==> config.mk <==
export PLATFORM = sky130hd
export DESIGN_NAME = sram_uart_loader_flat
export DESIGN_NICKNAME = d
export VERILOG_FILES = /design/src/rtl/sram_uart_pkg.sv /design/src/rtl/sram_uart_loader_if.sv /design/src/rtl/sram_write_seq.sv /design/src/rtl/sram_uart_loader.sv /design/src/flat_wrapper.sv
export SDC_FILE = /design/constraint.sdc
export NUM_CORES = 1
export LEC_CHECK = 0
export CORE_ASPECT_RATIO = 2
export CORE_UTILIZATION = 45
export DETAILED_ROUTE_END_ITERATION = 6
export PLACE_DENSITY = 0.74
export REMOVE_ABC_BUFFERS = 1
export SLEW_MARGIN = 30
export SYNTH_ARGS = -nofsm -noshare
export SYNTH_HDL_FRONTEND = slang
export SYNTH_SLANG_ARGS = --single-unit
==> constraint.sdc <==
create_clock -name clk -period 2.3 [get_ports clk]
set_input_delay 0.23 -clock clk [delete_from_list [all_inputs] [get_ports clk]]
set_output_delay 0.23 -clock clk [all_outputs]
set_load 0.02 [all_outputs]
==> src/rtl/sram_uart_pkg.sv <==
// Shared constants and state encoding for the UART-to-SRAM loader.
// DEF_* values are the board defaults.
package sram_uart_pkg;

    localparam int DEF_ADDR_W    = 19;
    localparam int DEF_DEPTH     = 524288;
    localparam int DEF_SETUP_CYC = 1;
    localparam int DEF_WE_CYC    = 2;
    localparam int DEF_HOLD_CYC  = 1;
    localparam int CNT_W         = 8;

    typedef enum logic [2:0] {
        ST_IDLE,
        ST_SETUP,
        ST_WRITE,
        ST_HOLD,
        ST_DONE
    } state_t;

endpackage

==> src/rtl/sram_uart_loader_if.sv <==
// SRAM pin bundle: the loader drives it (master) and the board top consumes it (slave).
// The board top builds the MemDB tristate from MemDB_out and MemDB_oe.
interface sram_uart_loader_if #(parameter int ADDR_W = sram_uart_pkg::DEF_ADDR_W);

    logic [ADDR_W-1:0] MemAdr;
    logic [7:0]        MemDB_out;
    logic              MemDB_oe;
    logic              RamCEn;
    logic              RamOEn;
    logic              RamWEn;

    modport master (output MemAdr, MemDB_out, MemDB_oe, RamCEn, RamOEn, RamWEn);
    modport slave  (input  MemAdr, MemDB_out, MemDB_oe, RamCEn, RamOEn, RamWEn);

endinterface

==> src/rtl/sram_write_seq.sv <==
// Sequences one async-SRAM write: SETUP, then WRITE, then HOLD.
// All pins are registered, so nothing glitches while RamWEn is low.
module sram_write_seq
    import sram_uart_pkg::*;
#(
    parameter int ADDR_W    = DEF_ADDR_W,
    parameter int SETUP_CYC = DEF_SETUP_CYC,
    parameter int WE_CYC    = DEF_WE_CYC,
    parameter int HOLD_CYC  = DEF_HOLD_CYC
) (
    input  logic              clk,
    input  logic              rst,
    input  logic              start,
    input  logic [ADDR_W-1:0] addr,
    input  logic [7:0]        data,
    output logic [ADDR_W-1:0] mem_adr,
    output logic [7:0]        mem_db_out,
    output logic              mem_db_oe,
    output logic              ram_cen,
    output logic              ram_wen,
    output logic              busy,
    output logic              finish
);

    localparam logic [CNT_W-1:0] SETUP_LAST = CNT_W'(SETUP_CYC - 1);
    localparam logic [CNT_W-1:0] WE_LAST    = CNT_W'(WE_CYC - 1);
    localparam logic [CNT_W-1:0] HOLD_LAST  = CNT_W'(HOLD_CYC - 1);

    state_t            state_q;
    logic [CNT_W-1:0]  cnt_q;
    logic [ADDR_W-1:0] mem_adr_q;
    logic [7:0]        mem_db_out_q;
    logic              mem_db_oe_q;
    logic              ram_cen_q;
    logic              ram_wen_q;
    logic              busy_q;

    assign finish     = (state_q == ST_HOLD) && (cnt_q == HOLD_LAST);
    assign mem_adr    = mem_adr_q;
    assign mem_db_out = mem_db_out_q;
    assign mem_db_oe  = mem_db_oe_q;
    assign ram_cen    = ram_cen_q;
    assign ram_wen    = ram_wen_q;
    assign busy       = busy_q;

    // addr is the caller's next pointer, so the address only moves in IDLE or at HOLD exit
    always_ff @(posedge clk or negedge rst) begin
        if (!rst) begin
            state_q      <= ST_IDLE;
            cnt_q        <= '0;
            mem_adr_q    <= '0;
            mem_db_out_q <= '0;
            mem_db_oe_q  <= 1'b0;
            ram_cen_q    <= 1'b1;
            ram_wen_q    <= 1'b1;
            busy_q       <= 1'b0;
        end else begin
            if (state_q == ST_IDLE || finish) begin
                mem_adr_q <= addr;
            end
            case (state_q)
                ST_IDLE: begin
                    if (start) begin
                        state_q      <= ST_SETUP;
                        cnt_q        <= '0;
                        mem_db_out_q <= data;
                        mem_db_oe_q  <= 1'b1;
                        ram_cen_q    <= 1'b0;
                        busy_q       <= 1'b1;
                    end
                end
                ST_SETUP: begin
                    if (cnt_q == SETUP_LAST) begin
                        state_q   <= ST_WRITE;
                        cnt_q     <= '0;
                        ram_wen_q <= 1'b0;
                    end else begin
                        cnt_q <= cnt_q + 1'b1;
                    end
                end
                ST_WRITE: begin
                    if (cnt_q == WE_LAST) begin
                        state_q   <= ST_HOLD;
                        cnt_q     <= '0;
                        ram_wen_q <= 1'b1;
                    end else begin
                        cnt_q <= cnt_q + 1'b1;
                    end
                end
                ST_HOLD: begin
                    if (finish) begin
                        state_q     <= ST_IDLE;
                        cnt_q       <= '0;
                        mem_db_oe_q <= 1'b0;
                        ram_cen_q   <= 1'b1;
                        busy_q      <= 1'b0;
                    end else begin
                        cnt_q <= cnt_q + 1'b1;
                    end
                end
                default: state_q <= ST_IDLE;
            endcase
        end
    end

endmodule

==> src/rtl/sram_uart_loader.sv <==
// Writes UART bytes sequentially into the external SRAM from address 0.
// Holds the one-byte holding register, the pointer/count, and the done/overrun/restart logic.
module sram_uart_loader
    import sram_uart_pkg::*;
#(
    parameter int ADDR_W    = DEF_ADDR_W,
    parameter int DEPTH     = DEF_DEPTH,
    parameter int SETUP_CYC = DEF_SETUP_CYC,
    parameter int WE_CYC    = DEF_WE_CYC,
    parameter int HOLD_CYC  = DEF_HOLD_CYC
) (
    input  logic                     clk,
    input  logic                     rst,
    input  logic                     restart,
    input  logic [7:0]               rx_data,
    input  logic                     rx_data_fresh,
    sram_uart_loader_if.master       mem,
    output logic [ADDR_W:0]          byte_count,
    output logic                     busy,
    output logic                     done,
    output logic                     overrun
);

    localparam logic [ADDR_W:0] DEPTH_CNT = (ADDR_W + 1)'(DEPTH);

    logic [7:0]        hold_q, hold_d;
    logic              hold_valid_q, hold_valid_d;
    logic [ADDR_W-1:0] adr_q, adr_d;
    logic [ADDR_W:0]   count_q, count_d;
    logic              done_q, done_d;
    logic              overrun_q, overrun_d;
    logic              restart_pend_q, restart_pend_d;

    logic              seq_finish;
    logic              start;
    logic              clear;
    logic              capture;
    logic              drop;
    logic [ADDR_W-1:0] seq_adr;
    logic [7:0]        seq_db;
    logic              seq_oe;
    logic              seq_cen;
    logic              seq_wen;

    // restart always wins over a byte arriving in the same cycle
    assign start   = !busy && !done_q && hold_valid_q && !restart;
    assign clear   = (!busy && restart) || (seq_finish && (restart_pend_q || restart));
    assign capture = rx_data_fresh && !done_q && !restart && (!hold_valid_q || start);
    assign drop    = rx_data_fresh && !done_q && !restart && hold_valid_q && !start;

    always_comb begin
        hold_d         = hold_q;
        hold_valid_d   = hold_valid_q;
        adr_d          = adr_q;
        count_d        = count_q;
        done_d         = done_q;
        overrun_d      = overrun_q;
        restart_pend_d = busy && !seq_finish && (restart_pend_q || restart);

        if (capture) begin
            hold_d       = rx_data;
            hold_valid_d = 1'b1;
        end else if (start) begin
            hold_valid_d = 1'b0;
        end

        if (drop) begin
            overrun_d = 1'b1;
        end

        // a restart held back during a write lands on the same edge the write retires
        if (clear) begin
            adr_d        = '0;
            count_d      = '0;
            done_d       = 1'b0;
            overrun_d    = 1'b0;
            hold_valid_d = 1'b0;
        end else if (seq_finish) begin
            adr_d   = adr_q + 1'b1;
            count_d = count_q + 1'b1;
            done_d  = ((count_q + 1'b1) == DEPTH_CNT);
        end
    end

    always_ff @(posedge clk or negedge rst) begin
        if (!rst) begin
            hold_q         <= '0;
            hold_valid_q   <= 1'b0;
            adr_q          <= '0;
            count_q        <= '0;
            done_q         <= 1'b0;
            overrun_q      <= 1'b0;
            restart_pend_q <= 1'b0;
        end else begin
            hold_q         <= hold_d;
            hold_valid_q   <= hold_valid_d;
            adr_q          <= adr_d;
            count_q        <= count_d;
            done_q         <= done_d;
            overrun_q      <= overrun_d;
            restart_pend_q <= restart_pend_d;
        end
    end

    sram_write_seq #(
        .ADDR_W    (ADDR_W),
        .SETUP_CYC (SETUP_CYC),
        .WE_CYC    (WE_CYC),
        .HOLD_CYC  (HOLD_CYC)
    ) u_seq (
        .clk        (clk),
        .rst        (rst),
        .start      (start),
        .addr       (adr_d),
        .data       (hold_q),
        .mem_adr    (seq_adr),
        .mem_db_out (seq_db),
        .mem_db_oe  (seq_oe),
        .ram_cen    (seq_cen),
        .ram_wen    (seq_wen),
        .busy       (busy),
        .finish     (seq_finish)
    );

    assign mem.MemAdr    = seq_adr;
    assign mem.MemDB_out = seq_db;
    assign mem.MemDB_oe  = seq_oe;
    assign mem.RamCEn    = seq_cen;
    assign mem.RamOEn    = 1'b1;
    assign mem.RamWEn    = seq_wen;
    assign byte_count    = count_q;
    assign done          = done_q;
    assign overrun       = overrun_q;

endmodule

==> src/flat_wrapper.sv <==
// flat-port wrapper written by rule: the top's interface ports become plain ports
module sram_uart_loader_flat import sram_uart_pkg::*;
#(
    parameter int ADDR_W    = DEF_ADDR_W,
    parameter int DEPTH     = DEF_DEPTH,
    parameter int SETUP_CYC = DEF_SETUP_CYC,
    parameter int WE_CYC    = DEF_WE_CYC,
    parameter int HOLD_CYC  = DEF_HOLD_CYC
)
  (clk, rst, restart, rx_data, rx_data_fresh, byte_count, busy, done, overrun, mem_MemAdr, mem_MemDB_out, mem_MemDB_oe, mem_RamCEn, mem_RamOEn, mem_RamWEn);
  sram_uart_loader_if #(.ADDR_W(ADDR_W)) mem_i ();
  input  logic clk;
  input  logic rst;
  input  logic restart;
  input  logic [7:0] rx_data;
  input  logic rx_data_fresh;
  output logic [ADDR_W:0] byte_count;
  output logic busy;
  output logic done;
  output logic overrun;
  output wire logic [$bits(mem_i.MemAdr)-1:0] mem_MemAdr;
  output wire logic [$bits(mem_i.MemDB_out)-1:0] mem_MemDB_out;
  output wire logic [$bits(mem_i.MemDB_oe)-1:0] mem_MemDB_oe;
  output wire logic [$bits(mem_i.RamCEn)-1:0] mem_RamCEn;
  output wire logic [$bits(mem_i.RamOEn)-1:0] mem_RamOEn;
  output wire logic [$bits(mem_i.RamWEn)-1:0] mem_RamWEn;
  assign mem_MemAdr = mem_i.MemAdr;
  assign mem_MemDB_out = mem_i.MemDB_out;
  assign mem_MemDB_oe = mem_i.MemDB_oe;
  assign mem_RamCEn = mem_i.RamCEn;
  assign mem_RamOEn = mem_i.RamOEn;
  assign mem_RamWEn = mem_i.RamWEn;
  sram_uart_loader #(.ADDR_W(ADDR_W), .DEPTH(DEPTH), .SETUP_CYC(SETUP_CYC), .WE_CYC(WE_CYC), .HOLD_CYC(HOLD_CYC)) u_core (.clk(clk), .rst(rst), .restart(restart), .rx_data(rx_data), .rx_data_fresh(rx_data_fresh), .mem(mem_i), .byte_count(byte_count), .busy(busy), .done(done), .overrun(overrun));
endmodule
# Word-level counts from Yosys, hierarchy flattened
# Cells that the tools add are included.
# W data, S select, Z words.
# totals
reg_bits	92
wordCells	91
in_bits	12
# op_classes
mux	29
n_eq_ne	9
reduce_logical	36
addsub	3
# ops
op	count
$mux W20	2
$mux W19	2
$mux W8	4
$pmux W8 S4	1
$add A20 B1 Y20 const B	1
$eq A20 B20 Y1 const B	1
$add A19 B1 Y19 const B	1
$logic_and A1 B1 Y1	13
$mux W1	12
$mux W3	4
$pmux W3 S4	1
$add A8 B1 Y8 const B	1
$eq A8 B1 Y1 const B	1
$logic_not A8 Y1	1
$reduce_bool A2 Y1	4
$eq A3 B2 Y1 const B	2
$logic_not A1 Y1	6
$pmux W1 S2	3
$reduce_and A3 Y1	2
$logic_or A1 B1 Y1	4
$ne A2 B1 Y1 const B	2
$ne A2 B2 Y1 const B	2
$reduce_and A2 Y1	2
$reduce_and A4 Y1	1
4 further kinds	4

# Longest topological paths before layout
# Gate-level depths: netlist of run 1.
# logic_depth
ltp_word	8
depth_mapped	10
mapped_depth_nobuf	8

# Modules after synthesis
# From an unflattened synthesis of run 1, not the netlist that was laid out.
# unflattened
hier_cells	435
area_unflattened_um2	4603.2
# by_module_without_submodules
mod	area_each_um2	instances	cells_per_inst
sram_uart_loader	2736.4	1	291
sram_write_seq	1866.8	1	144

# Worst setup path after synthesis of run 1
# OpenSTA, ideal clock, no wires.
# synth_timing
path_kind	register -> register
start	register u_core.u_seq.cnt_q[0]
end	register u_core.u_seq.mem_adr_q[18], in the netlist u_core.u_seq.mem_adr[18]
stages_incl_launch_ff	10
setup_time_ps	92
path_slack_ps	199
path_buffers	2
arrival_time_ps	2010
path_cell_list	dfrtp_1 inv_1 ha_1 and2_1 and3_2 buf_4 nor2_1 clkbuf_1 nand2_1 o31ai_2
# synth_via
elab_chain_len	5
elab_cells_between_ends	7
# synth_lines
element	line_no	rtl
from (decl)	sram_write_seq.sv:30	logic [CNT_W-1:0] cnt_q;
from (signal assigned)	sram_write_seq.sv:78	cnt_q <= cnt_q + 1'b1;
from (signal assigned)	sram_write_seq.sv:87	cnt_q <= cnt_q + 1'b1;
from (signal assigned)	sram_write_seq.sv:98	cnt_q <= cnt_q + 1'b1;
$logic_not A8 Y1 (*)	sram_write_seq.sv:38	assign finish = (state_q == ST_HOLD) && (cnt_q == HOLD_LAST);
$logic_and A1 B1 Y1 (*)	sram_write_seq.sv:38	
$logic_and A1 B1 Y1	sram_uart_loader.sv:47	assign clear = (!busy && restart) || (seq_finish && (restart_pend_q || restart));
$logic_or A1 B1 Y1	sram_uart_loader.sv:47	
$mux W19	sram_uart_loader.sv:72	if (clear) begin
to (signal assigned)	sram_write_seq.sv:59	mem_adr_q <= addr;
to (decl)	sram_write_seq.sv:31	logic [ADDR_W-1:0] mem_adr_q;
# Mark *: on every way between the ends. The rest lies on a longest branch, timed or not.
# A chain may end at the register's enable or synchronous reset.

# Worst setup path after layout of run 1
# layout_timing
start	register u_core.u_seq.cnt_q[5]
end	register u_core.count_q[6], in the netlist u_core.byte_count[6]
# layout_via
elab_chain_len	5
elab_cells_between_ends	6
# layout_lines
element	line_no	rtl
$logic_not A8 Y1 (*)	sram_write_seq.sv:38	
$logic_and A1 B1 Y1 (*)	sram_write_seq.sv:38	
$logic_and A1 B1 Y1	sram_uart_loader.sv:47	
$logic_or A1 B1 Y1	sram_uart_loader.sv:47	
$mux W20 / $reduce_bool A2 Y1 (equally long branches)	--	
to (signal assigned)	sram_uart_loader.sv:98	count_q <= count_d;
to (decl)	sram_uart_loader.sv:29	logic [ADDR_W:0] count_q, count_d;
# Marked as above.

==> metrics.log, run 1 <==
[metrics] Reg power frac: 0.378
[metrics] r2r worst-path depth: 5
[metrics] Post-Syn Area per Cell: 9.97 um^2
[metrics] run status: finished clean
[metrics] number of H-tree levels: 3
[metrics] total of max-cap violations: 0
[metrics] power density relative to cell area: 890 nW/um^2
[metrics] Antenna Nets Post-Route: 0
[metrics] hold violation total from the final report: 0
[metrics] launching element type of the critical path: register
[metrics] min Tclk post-route: 2.11 ns
[metrics] critical path fanouts, max: 15
[metrics] clock-pin slew reported for the worst setup and hold paths after clock tree synthesis: 0.07 ns
[metrics] number of distinct standard cells referenced by the synthesized netlist: 51
[metrics] clock latency on the worst-skew pair: 0.34 ns
[metrics] maximum clock rate: 474 MHz
[metrics] Rel. slew slack: 0.654
[metrics] fraction of final layout cells sized beyond drive strength 1: 0.150
[metrics] chip width: 72.3 um
[metrics] number of clock buffers inserted by TritonCTS: 9
[metrics] wire length reported by the detailed router: 10600 um
[metrics] 1st-pass router iterations: 4
[metrics] CP endpoint kind: register
[metrics] cell accounting for the most synthesized area: dfrtp_1
[metrics] half-perimeter wire length after detailed placement: 7790 um
[metrics] RSZ-0062 raised after global routing: false
[metrics] Clock Tree Root: clkbuf_16
[metrics] Critical Path AT: 2.34 ns
[metrics] number of global-route vias before repair: 3738
[metrics] CTS tree: yes
[metrics] worst setup slack for register-to-register paths: 0.19 ns
[metrics] detailed-route via count: 3735
[metrics] beginning of the critical path: u_core.u_seq.cnt_q[5]$_DFFE_PN0P_
[metrics] area added between synthesis and finish: 28.8%
[metrics] maximum number of pins on one net before global-route repair: 40
[metrics] IO Count: 66
[metrics] switching power: 0.00169 W
[metrics] Area contributors post-synth: dfrtp_1, mux2_2, nor2_1
[metrics] CTS Sinks: 91
[metrics] Primary FF master, synth: dfrtp_1
[metrics] height of the die: 143 um
[metrics] post-detailed-route wirelength per cell: 16.0 um
[metrics] sequential area share after synthesis: 0.513
[metrics] initial cell density of the core: 0.461
[metrics] commonest cells after routing, fill and taps aside: dfrtp_1, clkdlybuf4s50_1, nor2_1, nand2_1, o21ai_0
[metrics] portion of total power attributed to combinational logic: 0.304
[metrics] required time reported for the critical path endpoint: 2.53 ns
[metrics] Worst Tran Pin Value: 0.516 ns
[metrics] max-slew violations: 0
[metrics] number of diodes: 0
[metrics] internal power: 0.00341 W
[metrics] Final Instance Area: 5730 um^2
[metrics] count of port buffers added during placement: 64
[metrics] first-pass GRT wire length: 17900 um
[metrics] clk_skew: 0.00561 ns
[metrics] number of remaining DRC errors: 0
[metrics] Multi-input gate area: 2070 um^2
[metrics] startpoint of the most critical register-to-register path: u_core.u_seq.cnt_q[5]$_DFFE_PN0P_
[metrics] fill cell total of the finished layout: 860
[metrics] number of nets in the layout: 552
[metrics] antenna violations before repair: 0
[metrics] placeable core region: 9640 um^2
[metrics] # Post-CTS Setup Buffers: 0
[metrics] final setup violation count: 0
[metrics] clock network fraction of design power: 0.318
[metrics] register cell area after layout: 2280 um^2
[metrics] grt ovf: 0
[metrics] final cycle utilization of the critical path: 0.917
[metrics] worst-case clock buffer depth: 2
[metrics] critical register-to-register path endpoint: u_core.byte_count[6]$_DFFE_PN0P_
[metrics] area share of the leading cell type in the synthesized netlist: 0.501
[metrics] static leakage: 2.48 nW
[metrics] initial detailed-routing violation count: 220
[metrics] Placer Congestion: 0.923
[metrics] summed instance area of the synthesized netlist: 4450 um^2
[metrics] share of synthesized registers carrying an async set or reset: 1.00
[metrics] vias per cell: 5.60
[metrics] Setup CP Type: reg2reg
[metrics] most common cell after layout, fill and taps aside: dfrtp_1
[metrics] peak supply drop: 553 uV
[metrics] number of instances in the synthesized netlist: 446
[metrics] die footprint: 10300 um^2
[metrics] Synth Warn #: 0
[metrics] total routing resource utilization after global routing: 0.225
[metrics] standard-cell row count: 51
[metrics] count of state elements after synthesis: 91
[metrics] count of flip-flops with a built-in enable after synthesis: 0
[metrics] final total power: 0.00510 W
[metrics] class of the tightest hold or removal check: in2async
[metrics] fraction of power spent switching nets: 0.332
[metrics] Cell Area, Placed: 5390 um^2
## state kept, by name, summed over array words and instances (netlist names)
| name | count |
|---|---|
| u_core.u_seq.ram_wen | 1 |
| u_core.u_seq.mem_adr | 19 |
| u_core.byte_count | 20 |
| u_core.hold_q | 8 |
| u_core.done | 1 |
| u_core.hold_valid_q | 1 |
| u_core.u_seq.mem_db_out | 8 |
| u_core.u_seq.ram_cen | 1 |
| u_core.restart_pend_q | 1 |
| u_core.u_seq.busy | 1 |
| u_core.overrun | 1 |
| u_core.u_seq.state_q | 2 |
| u_core.u_seq.cnt_q | 8 |
| u_core.adr_q | 19 |
## repair_timing
action,in CTS,in global routing
hold endpoints to repair,29,0
hold buffers,1,0
gates resized for setup,0,2
setup endpoints to repair,0,2
## cells by family (layout without fill, tap and decap cells)
| group | after synthesis | count (layout) | synth area share |
|---|---|---|---|
| adder cells (fa/ha/maj) | 10 | 10 | 0.0281 |
| multiplexers | 19 | 19 | 0.0481 |
| buffers and inverters | 24 | 113 | 0.0242 |
| AO/OA/AOI/OAI | 93 | 93 | 0.132 |
| AND/OR/NAND/NOR | 181 | 181 | 0.201 |
| XOR/XNOR | 27 | 27 | 0.0532 |
| other | 1 | 1 | 0.000844 |
| flip-flops | 91 | 91 | 0.513 |
## cell usage after synthesis, types with 3 or more instances
library cell and number:
buf_4 3, clkbuf_1 8, dfrtp_1 89, or3_1 3
nor4_1 4, a31oi_1 4, o31ai_1 20, ha_1 10
nand3_1 23, xnor2_1 14, o21ai_0 33, nor3_1 10
and3_2 4, and3_1 6, nand4_1 9, buf_2 5
mux2_2 19, a21oi_1 16, and2_1 5, inv_1 8
nor2_1 52, a22o_1 3, xor2_1 13, nand2_1 50
## routing by layer
layer | vias to the layer above | global-route usage | part of all wire
li1 | 1748 | - | -
met1 | 1862 | 0.239 | 0.37
met2 | 96 | 0.416 | 0.57
met3 | 29 | 0.0439 | 0.031
met4 | 0 | 0.102 | 0.034
met5 | - | 0 | 0
## layout make-up
| cell class | count | area share |
|---|---|---|
| flip-flops and latches | 91 | 0.398 |
| multi-input cells | 331 | 0.362 |
| repair buffers | 89 | 0.149 |
| clock buffers | 9 | 0.0393 |
| well taps | 132 | 0.0288 |
| clock inverters | 7 | 0.0173 |
| inverters | 8 | 0.00524 |
## how the worst max path moves through the flow
stage | to | slack (ns)
finish | u_core.byte_count[6]$_DFFE_PN0P_ | 0.19
global route | u_core.byte_count[6]$_DFFE_PN0P_ | 0.04
CTS | u_core.u_seq.mem_adr[5]$_DFFE_PN0P_ | 0.10
detailed placement | u_core.u_seq.mem_adr[5]$_DFFE_PN0P_ | 0.13
global placement | u_core.u_seq.mem_adr[5]$_DFFE_PN0P_ | 0.20
floorplan | u_core.u_seq.mem_adr[0]$_DFFE_PN0P_ | -0.76
## power by group through the flow
stage / Combinational (W) / Clock, W / Sequential, W
CTS: 0.00156 / 0.00164 / 0.00193
global route: 0.00170 / 0.00171 / 0.00195
finish: 0.00155 / 0.00162 / 0.00193
detailed placement: 0.00155 / 0 / 0.00196
floorplan: 0.000736 / 0 / 0.00206
global placement: 0.00151 / 0 / 0.00194
## critical path, stage by stage (launching register included)
cell and delay [ns]:
dfrtp_1 0.44, nor4_4 0.45, and3_2 0.39, nand2_1 0.14
buf_4 0.22, o41ai_1 0.35
## per-stage QoR
step | TNS, ns | util | setup WS, ns | cells | hold slack (ns)
floorplan | -20.72 | - | -0.756 | 430 | -0.0656
global placement | 0 | 0.559 | 0.199 | 650 | 0.214
detailed placement | 0 | 0.559 | 0.131 | 650 | 0.221
CTS | 0 | 0.594 | 0.105 | 667 | 0.399
global route | 0 | 0.594 | 0.0365 | 667 | 0.438
finish | 0 | 0.594 | 0.192 | 667 | 0.385
No activity file was read; power rests on OpenSTA's default activity.
==> inputs of run 2 (changes only) <==
Settings changed: CTS_BUF_LIST from default to sky130_fd_sc_hd__clkbuf_16, RECOVER_POWER from default to 100.
Clock period 2.3 ns to 2 ns, I/O delays scaled along.
==> run 2 against run 1 <==
  * Design area up 6.4%
  * Critical endpoint is now u_core.u_seq.mem_adr[18]$_DFFE_PN0P_
  * Register-to-register slack worse by 0.17 ns
  * Clock power up 6%
  * First-iteration DRC count down 11%
  * Final cell count up 5.5%
  * Sequential power up 14%
==> metrics.log, run 2 (synthesis gave the netlist of run 1 again) <==
[metrics] total of max-cap violations: 0
[metrics] height of the die: 143 um
[metrics] number of global-route vias before repair: 4052
[metrics] critical register-to-register path endpoint: u_core.u_seq.mem_adr[18]$_DFFE_PN0P_
[metrics] number of clock buffers inserted by TritonCTS: 9
[metrics] grt ovf: 0
[metrics] startpoint of the most critical register-to-register path: u_core.u_seq.cnt_q[2]$_DFFE_PN0P_
[metrics] clock network fraction of design power: 0.289
[metrics] final design utilization: 0.632
[metrics] clock latency on the worst-skew pair: 0.34 ns
[metrics] area added between synthesis and finish: 37.0%
[metrics] Antenna Nets Post-Route: 0
[metrics] fraction of final layout cells sized beyond drive strength 1: 0.229
[metrics] portion of total power attributed to combinational logic: 0.341
[metrics] worst setup slack for register-to-register paths: 0.02 ns
[metrics] min Tclk post-route: 1.98 ns
[metrics] placeable core region: 9640 um^2
[metrics] critical path fanouts, max: 5
[metrics] Reg power frac: 0.370
[metrics] number of cells on the worst hold path: 2
[metrics] Final TNS setup: 0 ns
[metrics] vias per cell: 5.55
[metrics] class of the tightest hold or removal check: reg2reg
[metrics] final cycle utilization of the critical path: 0.988
[metrics] peak supply drop: 727 uV
[metrics] worst min-delay path startpoint: u_core.u_seq.mem_adr[2]$_DFFE_PN0P_
[metrics] first-pass GRT wire length: 18800 um
[metrics] launching element type of the critical path: register
[metrics] WHS Endpoint: u_core.u_seq.mem_adr[2]$_DFFE_PN0P_
[metrics] worst-case clock buffer depth: 2
[metrics] fill cell total of the finished layout: 784
[metrics] internal power: 0.00390 W
[metrics] number of diodes: 0
[metrics] initial detailed-routing violation count: 195
[metrics] library cell contributing the largest single delay on the critical path: dfrtp_1
[metrics] final setup violation count: 0
[metrics] clock-pin slew reported for the worst setup and hold paths after clock tree synthesis: 0.07 ns
[metrics] switching power: 0.00204 W
[metrics] hold violation total from the final report: 0
[metrics] Clock Tree Root: clkbuf_16
[metrics] number of remaining DRC errors: 0
[metrics] standard-cell row count: 51
[metrics] 1st-pass router iterations: 4
[metrics] CP endpoint kind: register
[metrics] initial cell density of the core: 0.461
[metrics] IO Count: 66
[metrics] most common cell after layout, fill and taps aside: dfrtp_1
[metrics] r2r worst-path depth: 7
[metrics] Placer Congestion: 0.955
[metrics] die footprint: 10300 um^2
[metrics] flip-flop count of the largest register, all copies and words added: 20
[metrics] run status: finished clean
[metrics] CTS Sinks: 91
[metrics] maximum number of pins on one net before global-route repair: 42
[metrics] number of H-tree levels: 3
[metrics] number of nets in the layout: 589
[metrics] Final Instance Area: 6090 um^2
[metrics] power density relative to cell area: 975 nW/um^2
[metrics] CTS tree: yes
[metrics] sequence of cells on the critical path: nor4_4 -> buf_4 -> nand4_4 -> nor3_4 -> nor3b_2 -> xnor2_1 -> o31ai_2
[metrics] largest stage delay on the critical path: 0.42 ns
[metrics] number of buffers and inverters on the critical path: 1
[metrics] antenna violations before repair: 0
[metrics] count of port buffers added during placement: 64
[metrics] maximum clock rate: 506 MHz
[metrics] commonest cells after routing, fill and taps aside: dfrtp_1, buf_4, nor2_1, nand2_1, dlygate4sd3_1
[metrics] detailed-route via count: 3907
[metrics] RSZ-0062 raised after global routing: true
[metrics] max-slew violations: 0
[metrics] Worst Tran Pin Value: 1.00 ns
[metrics] chip width: 72.3 um
[metrics] static leakage: 2.80 nW
[metrics] total routing resource utilization after global routing: 0.238
[metrics] Critical Path AT: 2.23 ns
[metrics] Setup CP Type: reg2reg
[metrics] half-perimeter wire length after detailed placement: 8390 um
[metrics] Largest delay share family, worst path: simple AND/OR/NAND/NOR gates
[metrics] required time reported for the critical path endpoint: 2.25 ns
[metrics] Fin Hold WS: 0.469 ns
[metrics] post-detailed-route wirelength per cell: 16.9 um
[metrics] wire length reported by the detailed router: 11900 um
[metrics] clk_skew: 0.00605 ns
[metrics] post-route worst setup slack: 0.0247 ns
[metrics] Rel. slew slack: 0.331
[metrics] fraction of power spent switching nets: 0.343
[metrics] Cell Area, Placed: 5590 um^2
[metrics] Place WS: -0.0251 ns
[run 2: cell types whose count changed in the layout (fill, tap and decap cells not counted), moves of 3 or more]
cell | previous run | this run
clkbuf_1 | 0 | 3
o21ai_0 | 33 | 23
clkdlybuf4s50_1 | 63 | 24
o21ai_1 | 2 | 12
dfrtp_2 | 0 | 3
dlygate4sd3_1 | 1 | 40
buf_6 | 0 | 4
buf_4 | 23 | 52
dfrtp_1 | 89 | 86
[run 2: how the worst max path moves through the flow]
stage | from | cells past startpoint | to
floorplan | u_core.u_seq.cnt_q[5]$_DFFE_PN0P_ | 5 | u_core.u_seq.mem_adr[0]$_DFFE_PN0P_
global placement | u_core.byte_count[1]$_DFFE_PN0P_ | 8 | u_core.done$_DFFE_PN0P_
detailed placement | u_core.byte_count[1]$_DFFE_PN0P_ | 8 | u_core.done$_DFFE_PN0P_
CTS | u_core.byte_count[1]$_DFFE_PN0P_ | 8 | u_core.done$_DFFE_PN0P_
global route | u_core.u_seq.cnt_q[2]$_DFFE_PN0P_ | 7 | u_core.u_seq.mem_adr[16]$_DFFE_PN0P_
finish | u_core.u_seq.cnt_q[2]$_DFFE_PN0P_ | 7 | u_core.u_seq.mem_adr[18]$_DFFE_PN0P_
[run 2: power by group through the flow]
| stage | Combinational (W) | Sequential [W] | Clock (W) |
|---|---|---|---|
| 2_1_floorplan | 0.000846 | 0.00237 | 0 |
| 3_3_place_gp | 0.00187 | 0.00222 | 0 |
| 3_5_place_dp | 0.00191 | 0.00223 | 0 |
| 4_1_cts | 0.00194 | 0.00220 | 0.00175 |
| 5_1_grt | 0.00221 | 0.00222 | 0.00181 |
| 6_report | 0.00202 | 0.00220 | 0.00172 |
[run 2: per-layer routing]
metal  GRT usage  wire (um)
met2       0.441       6790
met4       0.166        607
met3      0.0390        372
met1       0.229       4130
met5           0          0
[run 2: area by class of cell]
type | instances | area, um^2 | area share
clock buffer | 9 | 225 | 0.0370
clock inverter | 7 | 76.3 | 0.0125
inverter | 8 | 30.0 | 0.00493
multi-input combinational | 331 | 2190 | 0.360
sequential | 91 | 2280 | 0.375
tap | 132 | 165 | 0.0271
timing repair buffer | 126 | 1120 | 0.184
[run 2: worst reg2reg max path: cells and delay by family (launching register included)]
kind | cells | cell delay [ns]
and+or+nand+nor | 4 | 1.00
DFF | 1 | 0.42
buffers and inverters | 1 | 0.20
AOI/OAI and AO/OA | 1 | 0.17
xor gates and xnor gates | 1 | 0.12
[run 2: what timing repair did]
| action | 4_1_cts | 5_1_grt |
|---|---|---|
| cloned | 0 | 1 |
| hold endpoints to repair | 39 | 0 |
| endpoints found under the setup margin | 6 | 37 |
| gates resized for setup | 6 | 42 |
| buffers inserted | 0 | 9 |
| pin swaps | 0 | 21 |
| hold buffers | 1 | 0 |
[run 2: per-stage QoR]
step	total power [W]	cells
after CTS	0.00590	694
after global routing	0.00624	704
after global placement	0.00408	677
final	0.00594	704
after floorplan	0.00321	430
after detailed placement	0.00415	677
